===== src/rtl/seg7_pkg.sv =====
// -----------------------------------------------------------------------------
// seg7_pkg
//   Shared constants for the 7-segment scan driver.
//   Glyph codes are active-high, bit 6 = segment a .. bit 0 = segment g.
//   Hex letters use the lowercase/compact forms the board can render:
//   A='t', B='n', C='d', D='r', E='h', F='E'.
// -----------------------------------------------------------------------------
package seg7_pkg;

    // Segment bit positions inside a glyph
    localparam int SEG_A = 6;
    localparam int SEG_B = 5;
    localparam int SEG_C = 4;
    localparam int SEG_D = 3;
    localparam int SEG_E = 2;
    localparam int SEG_F = 1;
    localparam int SEG_G = 0;

    localparam logic [6:0] SEG_BLANK = 7'h00;

    localparam logic [6:0] GLYPH_0 = 7'h7E;
    localparam logic [6:0] GLYPH_1 = 7'h30;
    localparam logic [6:0] GLYPH_2 = 7'h6D;
    localparam logic [6:0] GLYPH_3 = 7'h79;
    localparam logic [6:0] GLYPH_4 = 7'h33;
    localparam logic [6:0] GLYPH_5 = 7'h5B;
    localparam logic [6:0] GLYPH_6 = 7'h5F;
    localparam logic [6:0] GLYPH_7 = 7'h72;
    localparam logic [6:0] GLYPH_8 = 7'h7F;
    localparam logic [6:0] GLYPH_9 = 7'h7B;
    localparam logic [6:0] GLYPH_A = 7'h0F;
    localparam logic [6:0] GLYPH_B = 7'h15;
    localparam logic [6:0] GLYPH_C = 7'h3D;
    localparam logic [6:0] GLYPH_D = 7'h05;
    localparam logic [6:0] GLYPH_E = 7'h17;
    localparam logic [6:0] GLYPH_F = 7'h4F;

endpackage


===== src/rtl/seg7_glyph_rom.sv =====
// -----------------------------------------------------------------------------
// seg7_glyph_rom
//   Combinational nibble -> active-high 7-segment glyph lookup.
//   Ports:
//     code   in  4  display code 0..F
//     glyph  out 7  active-high segments, bit6=a .. bit0=g
// -----------------------------------------------------------------------------
module seg7_glyph_rom
    import seg7_pkg::*;
(
    input  logic [3:0] code,
    output logic [6:0] glyph
);

    always_comb begin
        glyph = SEG_BLANK;
        case (code)
            4'h0:    glyph = GLYPH_0;
            4'h1:    glyph = GLYPH_1;
            4'h2:    glyph = GLYPH_2;
            4'h3:    glyph = GLYPH_3;
            4'h4:    glyph = GLYPH_4;
            4'h5:    glyph = GLYPH_5;
            4'h6:    glyph = GLYPH_6;
            4'h7:    glyph = GLYPH_7;
            4'h8:    glyph = GLYPH_8;
            4'h9:    glyph = GLYPH_9;
            4'hA:    glyph = GLYPH_A;
            4'hB:    glyph = GLYPH_B;
            4'hC:    glyph = GLYPH_C;
            4'hD:    glyph = GLYPH_D;
            4'hE:    glyph = GLYPH_E;
            default: glyph = GLYPH_F;
        endcase
    end

endmodule


===== src/rtl/seg7_scan_driver.sv =====
// -----------------------------------------------------------------------------
// seg7_scan_driver
//   Time-multiplexed driver for an N-digit 7-segment display with a
//   double-buffered image, per-digit blank/dp/blink and leading-zero
//   suppression. Digit 0 is rightmost.
//   Ports:
//     clk, reset_n          clock, asynchronous active-low reset
//     load_i                capture strobe for value/blank/dp/blink/lzs
//     value_i [4*N]         nibble k = code for digit k
//     blank_i/dp_i/blink_i  per-digit dark / decimal point / blink enables
//     lzs_i                 leading-zero suppression enable
//     pending_o             pending image not yet displayed
//     frame_o               1-cycle pulse as the digit-0 slot starts
//     seg_o [7], dp_o       segments (bit6=a..bit0=g) and decimal point
//     an_o [N]              digit enables
//   Handshake: load_i is a single-cycle strobe with no backpressure; every
//   cycle it is high is accepted, the last one before a frame boundary wins.
// -----------------------------------------------------------------------------
module seg7_scan_driver
    import seg7_pkg::*;
#(
    parameter int NUM_DIGITS   = 4,
    parameter int REFRESH_DIV  = 1000,
    parameter int DEAD_CYCLES  = 2,
    parameter int BLINK_FRAMES = 64,
    parameter int SEG_ACT_LOW  = 1,
    parameter int AN_ACT_LOW   = 0
) (
    input  logic                      clk,
    input  logic                      reset_n,
    input  logic                      load_i,
    input  logic [4*NUM_DIGITS-1:0]   value_i,
    input  logic [NUM_DIGITS-1:0]     blank_i,
    input  logic [NUM_DIGITS-1:0]     dp_i,
    input  logic [NUM_DIGITS-1:0]     blink_i,
    input  logic                      lzs_i,
    output logic                      pending_o,
    output logic                      frame_o,
    output logic [6:0]                seg_o,
    output logic                      dp_o,
    output logic [NUM_DIGITS-1:0]     an_o
);

    localparam int CW = (REFRESH_DIV > 1) ? $clog2(REFRESH_DIV) : 1;
    localparam int IW = (NUM_DIGITS > 1) ? $clog2(NUM_DIGITS) : 1;
    localparam int BW = $clog2(BLINK_FRAMES) + 1;

    localparam logic [CW-1:0] CNT_LAST   = CW'(REFRESH_DIV - 1);
    localparam logic [CW-1:0] CNT_DEAD   = CW'(DEAD_CYCLES);
    localparam logic [IW-1:0] IDX_LAST   = IW'(NUM_DIGITS - 1);
    localparam logic [BW-1:0] BLINK_LAST = BW'(BLINK_FRAMES - 1);

    // XOR masks turning active-high "lit" into pin levels; also the reset/off level
    localparam logic [6:0]            SEG_OFF = (SEG_ACT_LOW != 0) ? 7'h7F : 7'h00;
    localparam logic                  DP_OFF  = (SEG_ACT_LOW != 0);
    localparam logic [NUM_DIGITS-1:0] AN_OFF  = (AN_ACT_LOW != 0) ? {NUM_DIGITS{1'b1}} : '0;

    // Scan state
    logic [CW-1:0] cnt;
    logic [IW-1:0] idx;
    logic [BW-1:0] blink_cnt;
    logic          phase;

    // Active (displayed) and pending image
    logic [NUM_DIGITS-1:0][3:0] act_val,   pend_val;
    logic [NUM_DIGITS-1:0]      act_blank, pend_blank;
    logic [NUM_DIGITS-1:0]      act_dp,    pend_dp;
    logic [NUM_DIGITS-1:0]      act_blink, pend_blink;
    logic                       act_lzs,   pend_lzs;

    logic boundary;
    assign boundary = (cnt == CNT_LAST) && (idx == IDX_LAST);

    // Slot / digit / blink counters
    always_ff @(posedge clk or negedge reset_n) begin
        if (!reset_n) begin
            cnt       <= '0;
            idx       <= '0;
            blink_cnt <= '0;
            phase     <= 1'b0;
        end else begin
            if (cnt == CNT_LAST) begin
                cnt <= '0;
                idx <= (idx == IDX_LAST) ? '0 : idx + 1'b1;
            end else begin
                cnt <= cnt + 1'b1;
            end
            if (boundary) begin
                if (blink_cnt == BLINK_LAST) begin
                    blink_cnt <= '0;
                    phase     <= ~phase;
                end else begin
                    blink_cnt <= blink_cnt + 1'b1;
                end
            end
        end
    end

    // Double buffer: active only changes on the frame boundary, so a frame
    // is never a mix of two images. A load landing on the boundary bypasses
    // the pending buffer.
    always_ff @(posedge clk or negedge reset_n) begin
        if (!reset_n) begin
            act_val    <= '0;
            act_blank  <= '1;
            act_dp     <= '0;
            act_blink  <= '0;
            act_lzs    <= 1'b0;
            pend_val   <= '0;
            pend_blank <= '1;
            pend_dp    <= '0;
            pend_blink <= '0;
            pend_lzs   <= 1'b0;
            pending_o  <= 1'b0;
        end else if (boundary) begin
            pending_o <= 1'b0;
            if (load_i) begin
                act_val   <= value_i;
                act_blank <= blank_i;
                act_dp    <= dp_i;
                act_blink <= blink_i;
                act_lzs   <= lzs_i;
            end else if (pending_o) begin
                act_val   <= pend_val;
                act_blank <= pend_blank;
                act_dp    <= pend_dp;
                act_blink <= pend_blink;
                act_lzs   <= pend_lzs;
            end
        end else if (load_i) begin
            pend_val   <= value_i;
            pend_blank <= blank_i;
            pend_dp    <= dp_i;
            pend_blink <= blink_i;
            pend_lzs   <= lzs_i;
            pending_o  <= 1'b1;
        end
    end

    // Leading-zero mask: walk from the leftmost digit; zeros are suppressed
    // until a digit that is both nonzero and not blanked. Digit 0 is never
    // suppressed so a zero value still shows '0'.
    logic [NUM_DIGITS-1:0] lzs_mask;
    logic                  leading;
    always_comb begin
        lzs_mask = '0;
        leading  = act_lzs;
        for (int k = NUM_DIGITS - 1; k >= 1; k--) begin
            if (leading && (act_val[k] == 4'h0)) lzs_mask[k] = 1'b1;
            if ((act_val[k] != 4'h0) && !act_blank[k]) leading = 1'b0;
        end
    end

    // Current digit decode
    logic [6:0] glyph;
    seg7_glyph_rom u_rom (
        .code  (act_val[idx]),
        .glyph (glyph)
    );

    logic                  blinked;
    logic                  dark;
    logic [6:0]            seg_lit;
    logic                  dp_lit;
    logic [NUM_DIGITS-1:0] an_lit;

    always_comb begin
        blinked = act_blink[idx] & phase;
        dark    = act_blank[idx] | blinked | lzs_mask[idx];
        seg_lit = dark ? SEG_BLANK : glyph;
        // A suppressed leading zero keeps its dp; blank and blink kill it
        dp_lit  = act_dp[idx] & ~act_blank[idx] & ~blinked;
        an_lit  = '0;
        if (cnt >= CNT_DEAD) an_lit[idx] = 1'b1;
    end

    // Registered pin drivers
    always_ff @(posedge clk or negedge reset_n) begin
        if (!reset_n) begin
            seg_o   <= SEG_OFF;
            dp_o    <= DP_OFF;
            an_o    <= AN_OFF;
            frame_o <= 1'b0;
        end else begin
            seg_o   <= seg_lit ^ SEG_OFF;
            dp_o    <= dp_lit ^ DP_OFF;
            an_o    <= an_lit ^ AN_OFF;
            frame_o <= boundary;
        end
    end

endmodule


===== config.mk =====
export PLATFORM = sky130hd
export DESIGN_NAME = seg7_scan_driver
export DESIGN_NICKNAME = d
export VERILOG_FILES = /design/src/rtl/seg7_pkg.sv /design/src/rtl/seg7_glyph_rom.sv /design/src/rtl/seg7_scan_driver.sv
export SDC_FILE = /design/constraint.sdc
export NUM_CORES = 1
export LEC_CHECK = 0
export CORE_UTILIZATION = 45
export DETAILED_ROUTE_END_ITERATION = 8
export PLACE_DENSITY = 0.72
export SLEW_MARGIN = 20
export SYNTH_ARGS = -nofsm -noshare
export SYNTH_HDL_FRONTEND = slang
export SYNTH_SLANG_ARGS = --single-unit
export TNS_END_PERCENT = 1

===== constraint.sdc =====
create_clock -name clk -period 2.2 [get_ports clk]
set_input_delay 0.22 -clock clk [delete_from_list [all_inputs] [get_ports clk]]
set_output_delay 0.22 -clock clk [all_outputs]
set_load 0.02 [all_outputs]

==> results.md <==
- Largest buffer count on any clock path: 2
- Max-slew violation count: 0
- Transition time of the tightest slew-check pin: approximately 0.55 ns
- Detailed-route via count: about 2800
- Total routing usage reported by global routing: about 18%
- Highest attainable clock frequency: around 460 MHz
- Number of antenna violations at the first check in global routing: 0
- Crit end category: register
- Kind of path behind the tightest hold check: in -> async
- Clock sinks: 92
- Power density of the placed cells: 607.7 nW/um^2
- Final-layout fill cell count: between 800 and 900
- Die outline height: 102.4 microns
- Total overflow reported by the global router: 0
- Post-synthesis area per instance: 13.45 sq um
- ANT cells: 0
- Worst Path Buf+Inv: 1
- Async set-reset flop share out of synthesis: 100.0%
- Cell with the largest stage delay on the worst path: or4_4
- Die Footprint: around 10000 sq um
- Number of CTS-inserted buffers: 9
- Total power draw: about 3.3 mW
- Crit-path max FO: 29
- Per-cell routed wire length: 15.98 microns
- Max layer used: met4
- Latest clock arrival within the worst-skew pair: approximately 0.36 ns
- Die W: a little over 100 microns
- I/O pin count: between 40 and 50
- Area share of the leading cell type in the synthesized netlist: approximately two fifths
- Met3 WL post-DR: 228 microns
- Wire length of the first global-routing pass: approximately 14 mm
- Initial Util: approximately 46%
- Vias in the first global route: around 2900
- Final layout net count: around 440
- Switching power share of the total: about 25%
- Number of warnings issued by yosys: 0
- Arrival time worst endpoint: roughly 2.4 ns
- Setup Viol. Count Final: 0
- Largest stage delay, worst path: around 0.6 ns
- Path depth of the worst reg2reg path: 6
- Routed wl met2: roughly 4.1 mm
- Worst-case vdd ir drop: between 0.0002 and 0.0003 V
- LEAKAGE: ~2.3 nW
- Reg power frac: 56.3%
- Slew margin rel.: 63.23%
- Total wire length after detailed routing: 8.483 mm
- Data required time of the worst path: about 2.4 ns
- Cell-by-cell trace of the critical path: ha_2, nand3_2, or4_4, nor2_4, buf_12, mux2_2
- Combinational share of power: a little under an eighth
- Count of buffers inserted at the top-level ports: 45
- Cell type with the highest aggregate area in the netlist: dfrtp_1
- Total number of placement rows: 36
- Family with the most delay on the worst path: simple AND/OR/NAND/NOR gates
- Half-perimeter wire length of the detailed placement result: 6.018 mm
- Vias per Instance: around 5.2
- Antenna-violating nets left: 0
- H-tree Lvls: 3
- Layout area overhead: 18.52%
- Core box area: 9774 sq um
- Final cycle utilization of the critical path: 98.39%
- Number of unique standard cell types used by synthesis: 48
- Maximum Capacitance Violations: 0
- Synth Register Bits: 92
- Top cells by area, synth: dfrtp_1 (42%), mux2_2 (16%), dfstp_2 (9.3%)
- Count of TritonRoute iterations in the first routing pass: 4
- Clock share of power: 31.7%
- Final weighted congestion in routability-driven placement: just under 0.9
- Critical path start-end classification: reg -> reg
- Final Skew: approximately 0.012 ns
- Launch instance of the worst register-to-register path: cnt[1]
- Most used DFF post-synth: dfrtp_1
- Final worst path period need: between 2 and 2.5 ns
- Sequential area share after synthesis: 51.23%
- Post-synth EDFFs: 0
- Fraction of layout instances using a drive strength above 1: a little under two fifths
- Worst setup path start: cnt[1]
- Post-Syn Nets: about 380
- Fin. Hold Viols: 0
- Initial DRC Count: 90
- Clock tree from TritonCTS: done
- Length of routed wiring on met1: ~4 mm
- Netlist area before placement: approximately 4500 sq um
- End-of-flow core utilization: between 50% and 60%
- Internal power: 2.440 mW
- Syn Inst Count: between 300 and 400
- Reg clk slew, reported paths: approximately 0.090 ns
- Cell count along the critical path: 6
- Crit path launch type: register
- Largest net degree at the start of global routing: 44
- Result of the run: completed
- Most frequent cells in the layout: dfrtp_1 (75), mux2_2 (66), clkdlybuf4s50_1 (44)
- Clock Tree Root: clkbuf_8
- Unrepaired setup endpoints after global routing: yes
- Most frequent standard cell in the layout excluding fill and tap cells: dfrtp_1
- Switching power total: ~0.83 mW
- Post-detailed-route DRC marker count: 0
## power groups by stage
stage          clock [mW]  combinational, mW  sequential [mW]
4_1_cts              1.06              0.396             1.84
3_3_place_gp            0              0.381             1.86
3_5_place_dp            0              0.392             1.87
2_1_floorplan           0              0.211             1.87
6_report             1.04              0.389             1.84
5_1_grt              1.13              0.425             1.85
## cells in the mapped netlist, types with 2 or more instances
| library cell | count |
|---|---|
| mux2_4 | 19 |
| nand3_1 | 9 |
| mux4_2 | 7 |
| ha_1 | 13 |
| mux2i_1 | 6 |
| dfstp_2 | 16 |
| or2_2 | 3 |
| a21oi_1 | 12 |
| clkbuf_1 | 6 |
| dfrtp_1 | 76 |
| nor3_1 | 3 |
| or3_1 | 2 |
| xnor2_1 | 5 |
| and3_1 | 4 |
| a31oi_1 | 2 |
| and2_1 | 5 |
| mux2_2 | 66 |
| nor2_1 | 13 |
| xor2_1 | 4 |
| nor4_1 | 4 |
| nand2_1 | 9 |
| o21ai_0 | 8 |
| a211o_1 | 2 |
| nand4_1 | 2 |
| inv_1 | 13 |
| buf_2 | 2 |
| buf_6 | 5 |
## final timing paths
| kind | end | slack [ns] |
|---|---|---|
| worst max-delay path | act_val[6] | 0.04 |
| max in group asynchronous | act_blank[1] | 1.15 |
| worst max register to register | act_val[6] | 0.04 |
| min in group clk | cnt[0] | 0.49 |
| worst min register to register | cnt[0] | 0.49 |
| worst min-delay path | blink_cnt[2] | 0.39 |
## state kept, by name, indices dropped and copies added, names as in the netlist, 2 cells and up
signal      count
pend_blink      4
act_dp          4
act_blank       4
cnt            10
blink_cnt       7
seg_o           7
pend_blank      4
act_blink       4
an_o            4
act_val        16
pend_val       16
idx             2
pend_dp         4
## repair_timing
action | in CTS | in global routing
hold endpoints to repair | 31 | 0
setup buffers | 0 | 0
gates resized for setup | 0 | 4
setup endpoints to repair | 5 | 52
gates cloned | 0 | 0
hold buffers | 1 | 0
pin swaps | 1 | 2
## kinds of logic after synthesis
| family | Yosys count | share of synthesized area, % |
|---|---|---|
| compound gates | 34 | 4.748 |
| xor+xnor | 9 | 1.739 |
| fa+ha+maj | 13 | 3.588 |
| buf+inv | 29 | 3.726 |
| flops | 92 | 51.23 |
| mux | 98 | 27.49 |
| simple gates | 62 | 7.480 |
## routing by layer
layer | GRT usage, % | vias to the layer above
met5 | 0 | -
met4 | 7.143 | 0
met3 | 3.352 | 15
met2 | 29.69 | 41
met1 | 24.15 | 1416
li1 | - | 1315
## metrics by stage
| step | instances | hold WS (ns) | setup TNS, ns | instance area, sq um | worst slack [ns] |
|---|---|---|---|---|---|
| detailed placement | 514 | 0.2504 | 0 | 5177 | 0.002716 |
| CTS | 531 | 0.3992 | 0 | 5364 | 0.007666 |
| finish | 531 | 0.3882 | 0 | 5373 | 0.03534 |
| global route | 531 | 0.4503 | -0.1870 | 5373 | -0.06462 |
| floorplan | 337 | -0.07559 | -0.8036 | 4533 | -0.09053 |
| global placement | 514 | 0.2448 | 0 | 5177 | 0.06338 |
## layout make-up
cell class / count / area [sq um] / area share, %
Clock buffer: 9 / 123.9 / 2.306
Clock inverter: 7 / 52.55 / 0.9781
Inverter: 13 / 48.80 / 0.9082
Multi-Input combinational cell: 216 / 2049 / 38.15
Sequential cell: 92 / 2323 / 43.25
Tap cell: 133 / 166.4 / 3.097
Timing Repair Buffer: 61 / 608.1 / 11.32
Power figures use the tool's default switching activity.
